--- src/rtl/neighbor_pkg.sv ---
// Shared types and widths for the neighbor-ID unpacker.
// Entry field widths are fixed here so the entry struct has a single definition.
package neighbor_pkg;

  localparam int unsigned VID_W         = 10;
  localparam int unsigned NID_W         = 10;
  localparam int unsigned NBR_PER_ENTRY = 4;
  localparam int unsigned CNT_W         = $clog2(NBR_PER_ENTRY + 1);
  localparam int unsigned IDX_W         = (NBR_PER_ENTRY > 1) ? $clog2(NBR_PER_ENTRY) : 1;

  typedef struct packed {
    logic [VID_W-1:0]               vertex_id;
    logic [CNT_W-1:0]               nbr_cnt;
    logic [NBR_PER_ENTRY*NID_W-1:0] nbr_ids;
    logic                           last;
  } nbr_entry_t;

  typedef logic [1:0] unpack_state_e;
  localparam unpack_state_e IDLE   = 2'd0;
  localparam unpack_state_e UNPACK = 2'd1;
  localparam unpack_state_e SKIP   = 2'd2;

  // Counts above the slot capacity are treated as a full entry.
  function automatic logic [CNT_W-1:0] clamp_cnt(input logic [CNT_W-1:0] cnt);
    return (cnt > CNT_W'(NBR_PER_ENTRY)) ? CNT_W'(NBR_PER_ENTRY) : cnt;
  endfunction

endpackage

--- src/rtl/nbr_entry_fifo.sv ---
// DEPTH-entry register FIFO of packed neighbor entries with registered full/empty.
// Pointers carry one extra bit so full and empty are distinguishable after wrap.
module nbr_entry_fifo
  import neighbor_pkg::*;
#(
  parameter int unsigned DEPTH = 4
) (
  input  logic       clk,
  input  logic       reset,
  input  logic       push,
  input  nbr_entry_t push_entry,
  input  logic       pop,
  output nbr_entry_t head,
  output logic       full,
  output logic       empty
);

  localparam int unsigned PTR_W = $clog2(DEPTH);
  localparam logic [PTR_W:0] PTR_ONE = {{PTR_W{1'b0}}, 1'b1};

  nbr_entry_t     mem_q [DEPTH];
  logic [PTR_W:0] wr_ptr_q, wr_ptr_d;
  logic [PTR_W:0] rd_ptr_q, rd_ptr_d;
  logic           full_q, empty_q;
  logic           do_push, do_pop;

  assign do_push = push && !full_q;
  assign do_pop  = pop && !empty_q;

  // Next pointer values, used to precompute the registered flags.
  always_comb begin
    wr_ptr_d = do_push ? wr_ptr_q + PTR_ONE : wr_ptr_q;
    rd_ptr_d = do_pop ? rd_ptr_q + PTR_ONE : rd_ptr_q;
  end

  // Entry storage; cleared on reset so an empty FIFO presents a zero head.
  always_ff @(posedge clk or negedge reset) begin
    if (!reset) begin
      for (int i = 0; i < int'(DEPTH); i++) begin
        mem_q[i] <= '0;
      end
    end else if (do_push) begin
      mem_q[wr_ptr_q[PTR_W-1:0]] <= push_entry;
    end
  end

  // Pointers and registered occupancy flags.
  always_ff @(posedge clk or negedge reset) begin
    if (!reset) begin
      wr_ptr_q <= '0;
      rd_ptr_q <= '0;
      full_q   <= 1'b0;
      empty_q  <= 1'b1;
    end else begin
      wr_ptr_q <= wr_ptr_d;
      rd_ptr_q <= rd_ptr_d;
      full_q   <= (wr_ptr_d[PTR_W] != rd_ptr_d[PTR_W]) &&
                  (wr_ptr_d[PTR_W-1:0] == rd_ptr_d[PTR_W-1:0]);
      empty_q  <= (wr_ptr_d == rd_ptr_d);
    end
  end

  assign head  = mem_q[rd_ptr_q[PTR_W-1:0]];
  assign full  = full_q;
  assign empty = empty_q;

endmodule

--- src/rtl/neighbor_id_unpacker.sv ---
// Buffers packed neighbor entries and serialises them as one neighbor ID per handshake.
// Optional statistics counters are enabled by defining NBR_UNPACK_STATS_EN.
module neighbor_id_unpacker
  import neighbor_pkg::*;
#(
  parameter int unsigned DEPTH = 4
) (
  input  logic                           clk,
  input  logic                           reset,
`ifdef NBR_UNPACK_STATS_EN
  input  logic                           stat_clr,
  output logic [31:0]                    stat_nbr_cnt,
  output logic [31:0]                    stat_stall_cnt,
`endif
  input  logic                           in_valid,
  input  logic [VID_W-1:0]               in_vertex_id,
  input  logic [CNT_W-1:0]               in_nbr_cnt,
  input  logic [NBR_PER_ENTRY*NID_W-1:0] in_nbr_ids,
  input  logic                           in_last,
  output logic                           full,
  output logic                           overflow_err,
  output logic                           out_valid,
  input  logic                           out_ready,
  output logic [VID_W-1:0]               out_vertex_id,
  output logic [NID_W-1:0]               out_nbr_id,
  output logic                           out_first,
  output logic                           out_last
);

  nbr_entry_t    in_entry, head;
  logic          fifo_full, fifo_empty;
  logic          push, pop;
  unpack_state_e state;
  logic [IDX_W-1:0] idx_q, idx_d;
  logic          vertex_open_q, vertex_open_d;
  logic          overflow_q;
  logic          hs, last_slot;
  logic [NID_W-1:0] slot_id;

  assign in_entry = '{vertex_id: in_vertex_id,
                      nbr_cnt:   clamp_cnt(in_nbr_cnt),
                      nbr_ids:   in_nbr_ids,
                      last:      in_last};

  // Full is the registered flag, so a same-cycle pop never frees room for this write.
  assign push = in_valid && !fifo_full;

  nbr_entry_fifo #(
    .DEPTH (DEPTH)
  ) u_fifo (
    .clk        (clk),
    .reset      (reset),
    .push       (push),
    .push_entry (in_entry),
    .pop        (pop),
    .head       (head),
    .full       (fifo_full),
    .empty      (fifo_empty)
  );

  // The state is decoded from the registered FIFO head, so a newly exposed head is
  // served in the same cycle it appears (no bubble between entries).
  always_comb begin
    if (fifo_empty) begin
      state = IDLE;
    end else if (head.nbr_cnt == '0) begin
      state = SKIP;
    end else begin
      state = UNPACK;
    end
  end

  assign slot_id   = head.nbr_ids[idx_q*NID_W +: NID_W];
  assign last_slot = (CNT_W'(idx_q) + CNT_W'(1)) == head.nbr_cnt;
  assign hs        = out_valid && out_ready;
  assign pop       = (state == SKIP) || (hs && last_slot);

  // Output fields are forced to zero whenever no beat is presented.
  always_comb begin
    out_valid     = (state == UNPACK);
    out_vertex_id = out_valid ? head.vertex_id : '0;
    out_nbr_id    = out_valid ? slot_id : '0;
    out_first     = out_valid && !vertex_open_q;
    out_last      = out_valid && head.last && last_slot;
  end

  // Slot index and vertex-open tracking advance only on a handshake or a skipped entry.
  always_comb begin
    idx_d         = idx_q;
    vertex_open_d = vertex_open_q;
    unique case (state)
      UNPACK: begin
        if (hs) begin
          idx_d         = last_slot ? '0 : idx_q + IDX_W'(1);
          vertex_open_d = !out_last;
        end
      end
      SKIP: begin
        if (head.last) begin
          vertex_open_d = 1'b0;
        end
      end
      default: ;
    endcase
  end

  // Unpacker state registers and sticky overflow flag.
  always_ff @(posedge clk or negedge reset) begin
    if (!reset) begin
      idx_q         <= '0;
      vertex_open_q <= 1'b0;
      overflow_q    <= 1'b0;
    end else begin
      idx_q         <= idx_d;
      vertex_open_q <= vertex_open_d;
      overflow_q    <= overflow_q || (in_valid && fifo_full);
    end
  end

  assign full         = fifo_full;
  assign overflow_err = overflow_q;

`ifdef NBR_UNPACK_STATS_EN
  logic [31:0] nbr_cnt_q, stall_cnt_q;

  // Saturating beat and stall counters; a clear wins over a same-cycle increment.
  always_ff @(posedge clk or negedge reset) begin
    if (!reset) begin
      nbr_cnt_q   <= '0;
      stall_cnt_q <= '0;
    end else if (stat_clr) begin
      nbr_cnt_q   <= '0;
      stall_cnt_q <= '0;
    end else begin
      if (hs && (nbr_cnt_q != '1)) begin
        nbr_cnt_q <= nbr_cnt_q + 32'd1;
      end
      if (out_valid && !out_ready && (stall_cnt_q != '1)) begin
        stall_cnt_q <= stall_cnt_q + 32'd1;
      end
    end
  end

  assign stat_nbr_cnt   = nbr_cnt_q;
  assign stat_stall_cnt = stall_cnt_q;
`else
  // Statistics counters are not built in this configuration.
`endif

endmodule

--- config.mk ---
export PLATFORM = sky130hd
export DESIGN_NAME = neighbor_id_unpacker
export DESIGN_NICKNAME = d
export VERILOG_FILES = /design/src/rtl/neighbor_pkg.sv /design/src/rtl/nbr_entry_fifo.sv /design/src/rtl/neighbor_id_unpacker.sv
export SDC_FILE = /design/constraint.sdc
export NUM_CORES = 1
export LEC_CHECK = 0
export ABC_AREA = 0
export ABC_CLOCK_PERIOD_IN_PS = 2300
export CORE_MARGIN = 10
export CORE_UTILIZATION = 53
export CTS_CLUSTER_DIAMETER = 150
export DETAILED_ROUTE_END_ITERATION = 8
export GPL_TIMING_DRIVEN = 0
export HOLD_SLACK_MARGIN = 0.02
export PLACE_DENSITY = 0.76
export SYNTH_ARGS = -nofsm -noshare
export SYNTH_HDL_FRONTEND = slang
export SYNTH_HIERARCHICAL = 1
export SYNTH_SLANG_ARGS = --single-unit
--- constraint.sdc ---
create_clock -name clk -period 2.3 [get_ports clk]
set_input_delay 0.345 -clock clk [delete_from_list [all_inputs] [get_ports clk]]
set_output_delay 0.345 -clock clk [all_outputs]
set_load 0.01 [all_outputs]
==> reports/qor.log, run 1 <==
INFO  detailed_routing detail-route-antenna-nets=0
INFO  yosys          postSynth.asyncResetShare=1.00
INFO  yosys          postSynthRegisterBits=228
INFO  global_route   grt_max_degree=121
INFO  clock_tree     clockRootBuffer=sky130_fd_sc_hd__clkbuf_16
INFO  cells_and_area layout.nets=829
INFO  cells_and_area finalInstanceArea=13200squm
INFO  yosys          netlist_top_cells_area=sky130_fd_sc_hd__dfrtp_1 (54%), sky130_fd_sc_hd__mux2_1 (16%), sky130_fd_sc_hd__mux4_2 (12%), sky130_fd_sc_hd__mux2_2 (7.1%), sky130_fd_sc_hd__mux4_1 (2.0%)
INFO  global_route   grt_usage=0.198
INFO  cells_and_area finish.utilization=0.679
INFO  sta            setup_tns=-19.97ns
INFO  critical_path  worst_setup_path_start_kind=flop
INFO  yosys          post_synth_num_cell_types=37
INFO  sta            max_clock_freq=322MHz
INFO  floorplan      fp-row-count=51
INFO  critical_path  setup_crit_start=u_fifo/rd_ptr_q[0]$_DFF_PN0_
INFO  detailed_routing vias_per_cell=5.75
INFO  cells_and_area ff_latch_area=5710squm
INFO  pwr            power.ir.vdd_worst=0.00101V
INFO  critical_path  timing.critical_path.cells=buf_6, buf_12, buf_12, mux4_2, mux4_2, and2_4, buf_6
INFO  clock_tree     cts_tree=yes
INFO  sta            final.setup_skew=0.0188ns
INFO  sta            max-slew-margin-rel=0.441
INFO  clock_tree     numCtsBuffers=25
INFO  status         outcome=finished, violations left
INFO  global_route   grt_overflow=0
INFO  yosys          yosys.cell_count.top_type=sky130_fd_sc_hd__dfrtp_1
INFO  detailed_routing totalWireLength=25600um
INFO  yosys          syn-instance-count=622
INFO  cells_and_area multi_input_area=4620squm
INFO  cells_and_area n_fill_cell=1253
INFO  min_path       worstHoldPathType=in -> reg
INFO  critical_path  cp.depth=7
INFO  yosys          netlist.area_leader.share=0.541
INFO  place          placedInstanceArea=11700squm
INFO  cells_and_area post_route_cells_drive_above_1_share=0.402
INFO  yosys          synthesis.area=10500squm
INFO  clock_tree     cts_max_path_buffers=3
INFO  sta            timing_hold_violations_final=0
INFO  yosys          mappedNetlistNets=686
INFO  yosys          cell_accounting_for_the_most_synthesized_area=sky130_fd_sc_hd__dfrtp_1
INFO  sta            timing_worst_slew_pin_value=0.839ns
INFO  global_route   initial_antenna_violation_count=0
INFO  sta            finalSetupViolCount=29
INFO  critical_path  cp_max_fo=8
INFO  status         violations_in_the_final_reports=negative setup slack
INFO  floorplan      initial_core_util=0.540
INFO  yosys          synth.avg_cell_area=16.9squm
INFO  run            drv_cap=0
INFO  place          port-buffer-count=82
INFO  critical_path  crit_path_end_kind=output port
INFO  yosys          yosysSeqAreaShare=0.543
INFO  sta            rsz0062_at_grt=true
INFO  critical_path  reg2reg_to=u_fifo/empty$_DFF_PN1_
INFO  floorplan      die_height=161um
INFO  cells_and_area area_delta_synth_final=25.8%
INFO  cells_and_area instances_no_fill=1049
INFO  critical_path  rr_worst_depth=11
INFO  floorplan      core_area=19500squm
INFO  sta            timing.hold.ws=0.434ns
INFO  global_route   first_global_vias=6857
INFO  critical_path  critPathTopFamily=multiplexers
INFO  detailed_routing detail_route.drc_violations=0
INFO  place          numPlacedInstances=970
INFO  clock_tree     cts_max_level=1
INFO  clock_tree     worst_setup_hold_path_clk_slew=0.06ns
INFO  yosys          synthesis.yosys.warnings=6
INFO  critical_path  worstReg2RegStart=u_fifo/rd_ptr_q[0]$_DFF_PN0_
INFO  yosys          synth_common_cells=sky130_fd_sc_hd__dfrtp_1 (227), sky130_fd_sc_hd__mux2_1 (150), sky130_fd_sc_hd__mux2_2 (66)
INFO  sta            layout_min_cycle_time=3.10ns
INFO  critical_path  worst_setup_path_endpoint=out_nbr_id[9]
INFO  critical_path  worstSetupPathType=reg -> out
INFO  place          place_congestion=0.805
INFO  detailed_routing via_count=6036
INFO  pwr            power.density=1760nW/um^2
INFO  floorplan      io_pins=83
INFO  detailed_routing dr.first_iter.drc_count=353
INFO  cells_and_area insertedDiodeCount=0
INFO  global_route   first_pass_grt_wire_length=40100um
INFO  detailed_routing route.detailed.wl_per_inst=24.4um
INFO  critical_path  worstPathRequired=1.96ns
INFO  critical_path  regToRegSetupSlack=-0.79ns
INFO  pwr            static-leakage-power=0.00566uW
INFO  critical_path  worstPathArrival=2.76ns
INFO  sta            fin_ws=-0.804ns
INFO  clock_tree     cts.sinks=228
INFO  floorplan      fp.dieArea=25900squm
INFO  critical_path  cpMaxStageDelayCell=sky130_fd_sc_hd__mux4_2
INFO  critical_path  critical_path.max_stage_delay=0.55ns
INFO  sta            total_count_of_max_transition_violations_in_the_final_report=0
INFO  clock_tree     clock_insertion_delay_worst_skew=0.52ns
INFO  floorplan      die_boundary_width=161um
INFO  yosys          yosys_most_used_dff=sky130_fd_sc_hd__dfrtp_1
INFO  yosys          synth_edf_count=0
INFO  sta            finalCritPeriodShare=1.35
INFO  detailed_routing drtPass1Iterations=4
INFO  place          detailedPlacementHpwl=16900um
INFO  critical_path  cp.buffers_inverters=4
==> worst min-delay path by stage <==
| stage | start | to | cells past startpoint |
|---|---|---|---|
| floorplan | reset | idx_q[0]$_DFFE_PN0P_ | 0 |
| global placement | overflow_err$_DFF_PN0_ | overflow_err$_DFF_PN0_ | 1 |
| detailed placement | reset | u_fifo/mem_q[154]$_DFFE_PN0P_ | 1 |
| CTS | in_valid | overflow_err$_DFF_PN0_ | 2 |
| global route | in_valid | overflow_err$_DFF_PN0_ | 2 |
| finish | in_valid | overflow_err$_DFF_PN0_ | 2 |
==> power breakdown <==
part | switching, uW | internal (uW) | total [uW] | leakage, uW
Sequential | 1100 | 6080 | 7190 | 0.00271
Clock | 1600 | 2690 | 4290 | 0.000454
Combinational | 4990 | 6830 | 11800 | 0.00250
Total | 7690 | 15600 | 23300 | 0.00566
==> what timing repair did <==
action | in CTS | in global routing
pin swaps | 18 | 16
buffers inserted | 26 | 9
hold buffers | 1 | 0
endpoints found under the setup margin | 28 | 31
endpoints found under the hold margin | 107 | 0
resized for setup | 185 | 27
gates cloned | 6 | 0
==> cells in the final DEF, fill, tap and decap left out, drive strengths merged, types with 5 or more instances in the layout <==
master,n
inv,5
xor2,7
mux4,64
clkdlybuf4s50,58
buf,92
nor2b,5
and2,20
mux2,218
dfrtp,227
clkbuf,37
clkinv,7
ha,6
==> routing by layer <==
metal,track usage,part of all wire,vias up
met5,0,0,-
met4,0.0620,0.024,0
met3,0.0468,0.055,36
met2,0.330,0.50,157
met1,0.253,0.42,3248
li1,-,-,2595
==> sequential cells by signal, indices dropped and copies added, names as in the netlist <==
signal and count:
u_fifo/mem_q 216, overflow_err 1, u_fifo/wr_ptr_q 3, u_fifo/full 1, u_fifo/empty 1, u_fifo/rd_ptr_q 3
idx_q 2, vertex_open_q 1
==> final cells by class <==
class | instances | area share
sequential | 228 | 0.432
multi-input combinational | 351 | 0.349
timing repair buffer | 116 | 0.0915
clock buffer | 33 | 0.0557
buffer | 39 | 0.0324
tap | 265 | 0.0251
clock inverter | 13 | 0.0130
inverter | 4 | 0.00114
==> per-stage QoR <==
| stage | setup WS (ns) | power [uW] |
|---|---|---|
| 2_1_floorplan | -0.151 | 13100 |
| 3_3_place_gp | -7.76 | 16000 |
| 3_5_place_dp | -0.984 | 16600 |
| 4_1_cts | -0.864 | 23000 |
| 5_1_grt | -0.888 | 24500 |
| 6_report | -0.804 | 23300 |
==> kinds of logic after synthesis <==
family          count (synthesis)  synth area share
simple gates                   45            0.0300
buf+inv                        43            0.0316
flops                         228             0.543
mux                           282             0.374
fa+ha+maj                       6           0.00715
compound gates                  8           0.00464
xor+xnor                       10           0.00905
No activity file was read; power rests on OpenSTA's default activity.
==> run 2, diff against run 1 <==
- CAP_MARGIN: default -> 0
==> results of run 2 <==
Same layout as run 1: the final DEF is identical, and so are final timing and power.
==> run 3, diff against run 2 <==
- CAP_MARGIN: 0 -> 20
- CORE_ASPECT_RATIO: default -> 1.5
==> reports/qor.log, run 3 (synthesis results as in run 1) <==
INFO  status         outcome=finished, violations left
INFO  status         violations_in_the_final_reports=negative setup slack
INFO  cells_and_area regMostFlops=u_fifo/mem_q
INFO  pwr            power.clock.fraction=0.164
INFO  floorplan      die_boundary_width=135um
INFO  clock_tree     clockRootBuffer=sky130_fd_sc_hd__clkbuf_16
INFO  floorplan      fp-row-count=63
INFO  floorplan      fp.dieArea=26000squm
INFO  sta            setup_tns=-15.45ns
INFO  sta            timing_hold_violations_final=0
INFO  cells_and_area insertedDiodeCount=0
INFO  place          port-buffer-count=82
INFO  critical_path  worstSetupPathType=reg -> out
INFO  clock_tree     numCtsBuffers=23
INFO  critical_path  worst_setup_path_start_kind=flop
INFO  detailed_routing detail_route.drc_violations=0
INFO  sta            rsz0062_at_grt=true
INFO  pwr            p_int=15400uW
INFO  cells_and_area layout.cells.most_common=sky130_fd_sc_hd__dfrtp_1
INFO  global_route   grt_overflow=0
INFO  min_path       worstHoldPathType=in -> async
INFO  sta            total_count_of_max_transition_violations_in_the_final_report=0
INFO  cells_and_area layout.nets=835
INFO  global_route   grt_max_degree=125
INFO  cells_and_area post_route_cells_drive_above_1_share=0.396
INFO  clock_tree     cts_tree=yes
INFO  floorplan      die_height=192um
INFO  floorplan      initial_core_util=0.535
INFO  critical_path  cp_max_fo=8
INFO  sta            finalSetupViolCount=28
INFO  cells_and_area largest_registers=u_fifo/mem_q x216, u_fifo/rd_ptr_q x3, u_fifo/wr_ptr_q x3
INFO  clock_tree     worst_setup_hold_path_clk_slew=0.06ns
INFO  pwr            power.ir.vdd_worst=0.00108V
INFO  detailed_routing dr.first_iter.drc_count=351
INFO  sta            final.setup_skew=0.0114ns
INFO  sta            finalCritPeriodShare=1.32
INFO  cells_and_area area_delta_synth_final=25.2%
INFO  sta            timing.hold.ws=0.456ns
INFO  clock_tree     clock_insertion_delay_worst_skew=0.50ns
INFO  cells_and_area commonest_non_fill_non_tap_cells_in_the_layout=sky130_fd_sc_hd__dfrtp_1 (226), sky130_fd_sc_hd__mux2_1 (150), sky130_fd_sc_hd__mux2_2 (66)
INFO  place          place_congestion=0.804
INFO  detailed_routing drtPass1Iterations=4
INFO  place          detailedPlacementHpwl=16800um
INFO  critical_path  crit_path_end_kind=output port
INFO  pwr            static-leakage-power=0.00563uW
INFO  place          placedInstanceArea=11700squm
INFO  global_route   first_pass_grt_wire_length=39800um
INFO  detailed_routing detail-route-antenna-nets=0
INFO  detailed_routing vias_per_cell=5.78
INFO  critical_path  worstPathArrival=2.69ns
INFO  clock_tree     cts_max_path_buffers=3
INFO  pwr            switchingPower=7470uW
INFO  global_route   first_global_vias=7000
INFO  detailed_routing via_count=6027
INFO  clock_tree     cts_max_level=1
INFO  run            drv_cap=0
INFO  clock_tree     cts.sinks=228
INFO  floorplan      io_pins=83
INFO  cells_and_area largest_register_ffs=216
INFO  pwr            power.share.sequential=0.315
INFO  detailed_routing route.detailed.wl_per_inst=24.1um
INFO  floorplan      core_area=19600squm
INFO  global_route   grt_usage=0.197
INFO  critical_path  worstPathRequired=1.96ns
INFO  sta            fin_ws=-0.736ns
INFO  detailed_routing totalWireLength=25100um
INFO  sta            timing_worst_slew_pin_value=0.800ns
INFO  global_route   initial_antenna_violation_count=0
INFO  sta            layout_min_cycle_time=3.04ns
INFO  pwr            power_frac_comb=0.522
INFO  sta            max_clock_freq=329MHz
INFO  pwr            power.density=1740nW/um^2
INFO  pwr            power.share.switching=0.326
INFO  cells_and_area finalInstanceArea=13200squm
INFO  sta            max-slew-margin-rel=0.467
-- run 3: cell types whose count changed in the layout (fill, tap and decap cells not counted), moves of 2 or more --
cell and change:
sky130_fd_sc_hd__clkinv_2 -4, sky130_fd_sc_hd__clkbuf_8 -4, sky130_fd_sc_hd__buf_12 -3, sky130_fd_sc_hd__buf_4 +11, sky130_fd_sc_hd__buf_2 -3, sky130_fd_sc_hd__buf_8 +2, sky130_fd_sc_hd__clkbuf_1 +3, sky130_fd_sc_hd__o21ai_2 -2
sky130_fd_sc_hd__buf_16 +2
-- run 3: worst paths after layout --
check / from / end / slack, ns / cells after the start
worst min-delay path: reset / u_fifo/mem_q[210]$_DFFE_PN0P_ / 0.46 / 2
min in group clk: in_valid / overflow_err$_DFF_PN0_ / 0.46 / 2
worst max-delay path: u_fifo/rd_ptr_q[0]$_DFF_PN0_ / out_nbr_id[9] / -0.74 / 7
worst max register to register: u_fifo/rd_ptr_q[0]$_DFF_PN0_ / u_fifo/empty$_DFF_PN1_ / -0.56 / 11
worst min register to register: overflow_err$_DFF_PN0_ / overflow_err$_DFF_PN0_ / 0.46 / 1
max in group asynchronous: reset / u_fifo/mem_q[179]$_DFFE_PN0P_ / 0.79 / 3
-- run 3: critical path: stages, from the launching register on --
cell and delay, ns:
sky130_fd_sc_hd__dfrtp_2 0.43, sky130_fd_sc_hd__buf_12 0.17, sky130_fd_sc_hd__buf_12 0.14, sky130_fd_sc_hd__buf_4 0.12
sky130_fd_sc_hd__mux4_2 0.50, sky130_fd_sc_hd__mux4_2 0.53, sky130_fd_sc_hd__and2_4 0.17, sky130_fd_sc_hd__buf_6 0.11
-- run 3: cell type report --
type	count	area, sq um
buffer	38	410
clock buffer	30	642
clock inverter	6	105
fill	1386	6480
inverter	4	15.0
multi-input combinational	351	4620
sequential	228	5710
tap	260	325
timing repair buffer	125	1330
-- run 3: layer usage --
metal / part of all wire / up-vias / track usage / routed length [um]
met5: 0 / - / 0 / 0
met1: 0.37 / 3226 / 0.225 / 9350
li1: - / 2605 / - / -
met2: 0.55 / 157 / 0.368 / 13900
met3: 0.046 / 39 / 0.0300 / 1170
met4: 0.030 / 0 / 0.0648 / 764
-- run 3: timing repair --
| item | 4_1_cts | 5_1_grt |
|---|---|---|
| gates cloned | 5 | 1 |
| setup endpoints to repair | 28 | 29 |
| resized for setup | 191 | 24 |
| buffers inserted | 33 | 5 |
| pin swaps | 19 | 6 |
| hold buffers | 1 | 0 |
| hold endpoints to repair | 103 | 0 |
-- run 3: through the flow --
| stage | power, uW | setup slack, ns | instances | utilization |
|---|---|---|---|---|
| 5_1_grt | 24100 | -0.769 | 1042 | 0.670 |
| 6_report | 22900 | -0.736 | 1042 | 0.670 |
| 2_1_floorplan | 13100 | -0.151 | 622 | - |
| 4_1_cts | 22500 | -0.786 | 1040 | 0.667 |
| 3_5_place_dp | 16500 | -0.983 | 965 | 0.597 |
| 3_3_place_gp | 16000 | -7.80 | 964 | 0.595 |
-- run 3: power by group through the flow --
| stage | registers (uW) | clock network, uW | logic [uW] |
|---|---|---|---|
| finish | 7210 | 3740 | 11900 |
| global route | 7430 | 4000 | 12700 |
| CTS | 7170 | 3820 | 11500 |
| detailed placement | 7210 | 0 | 9320 |
| global placement | 6970 | 0 | 9060 |
| floorplan | 6780 | 0 | 6340 |
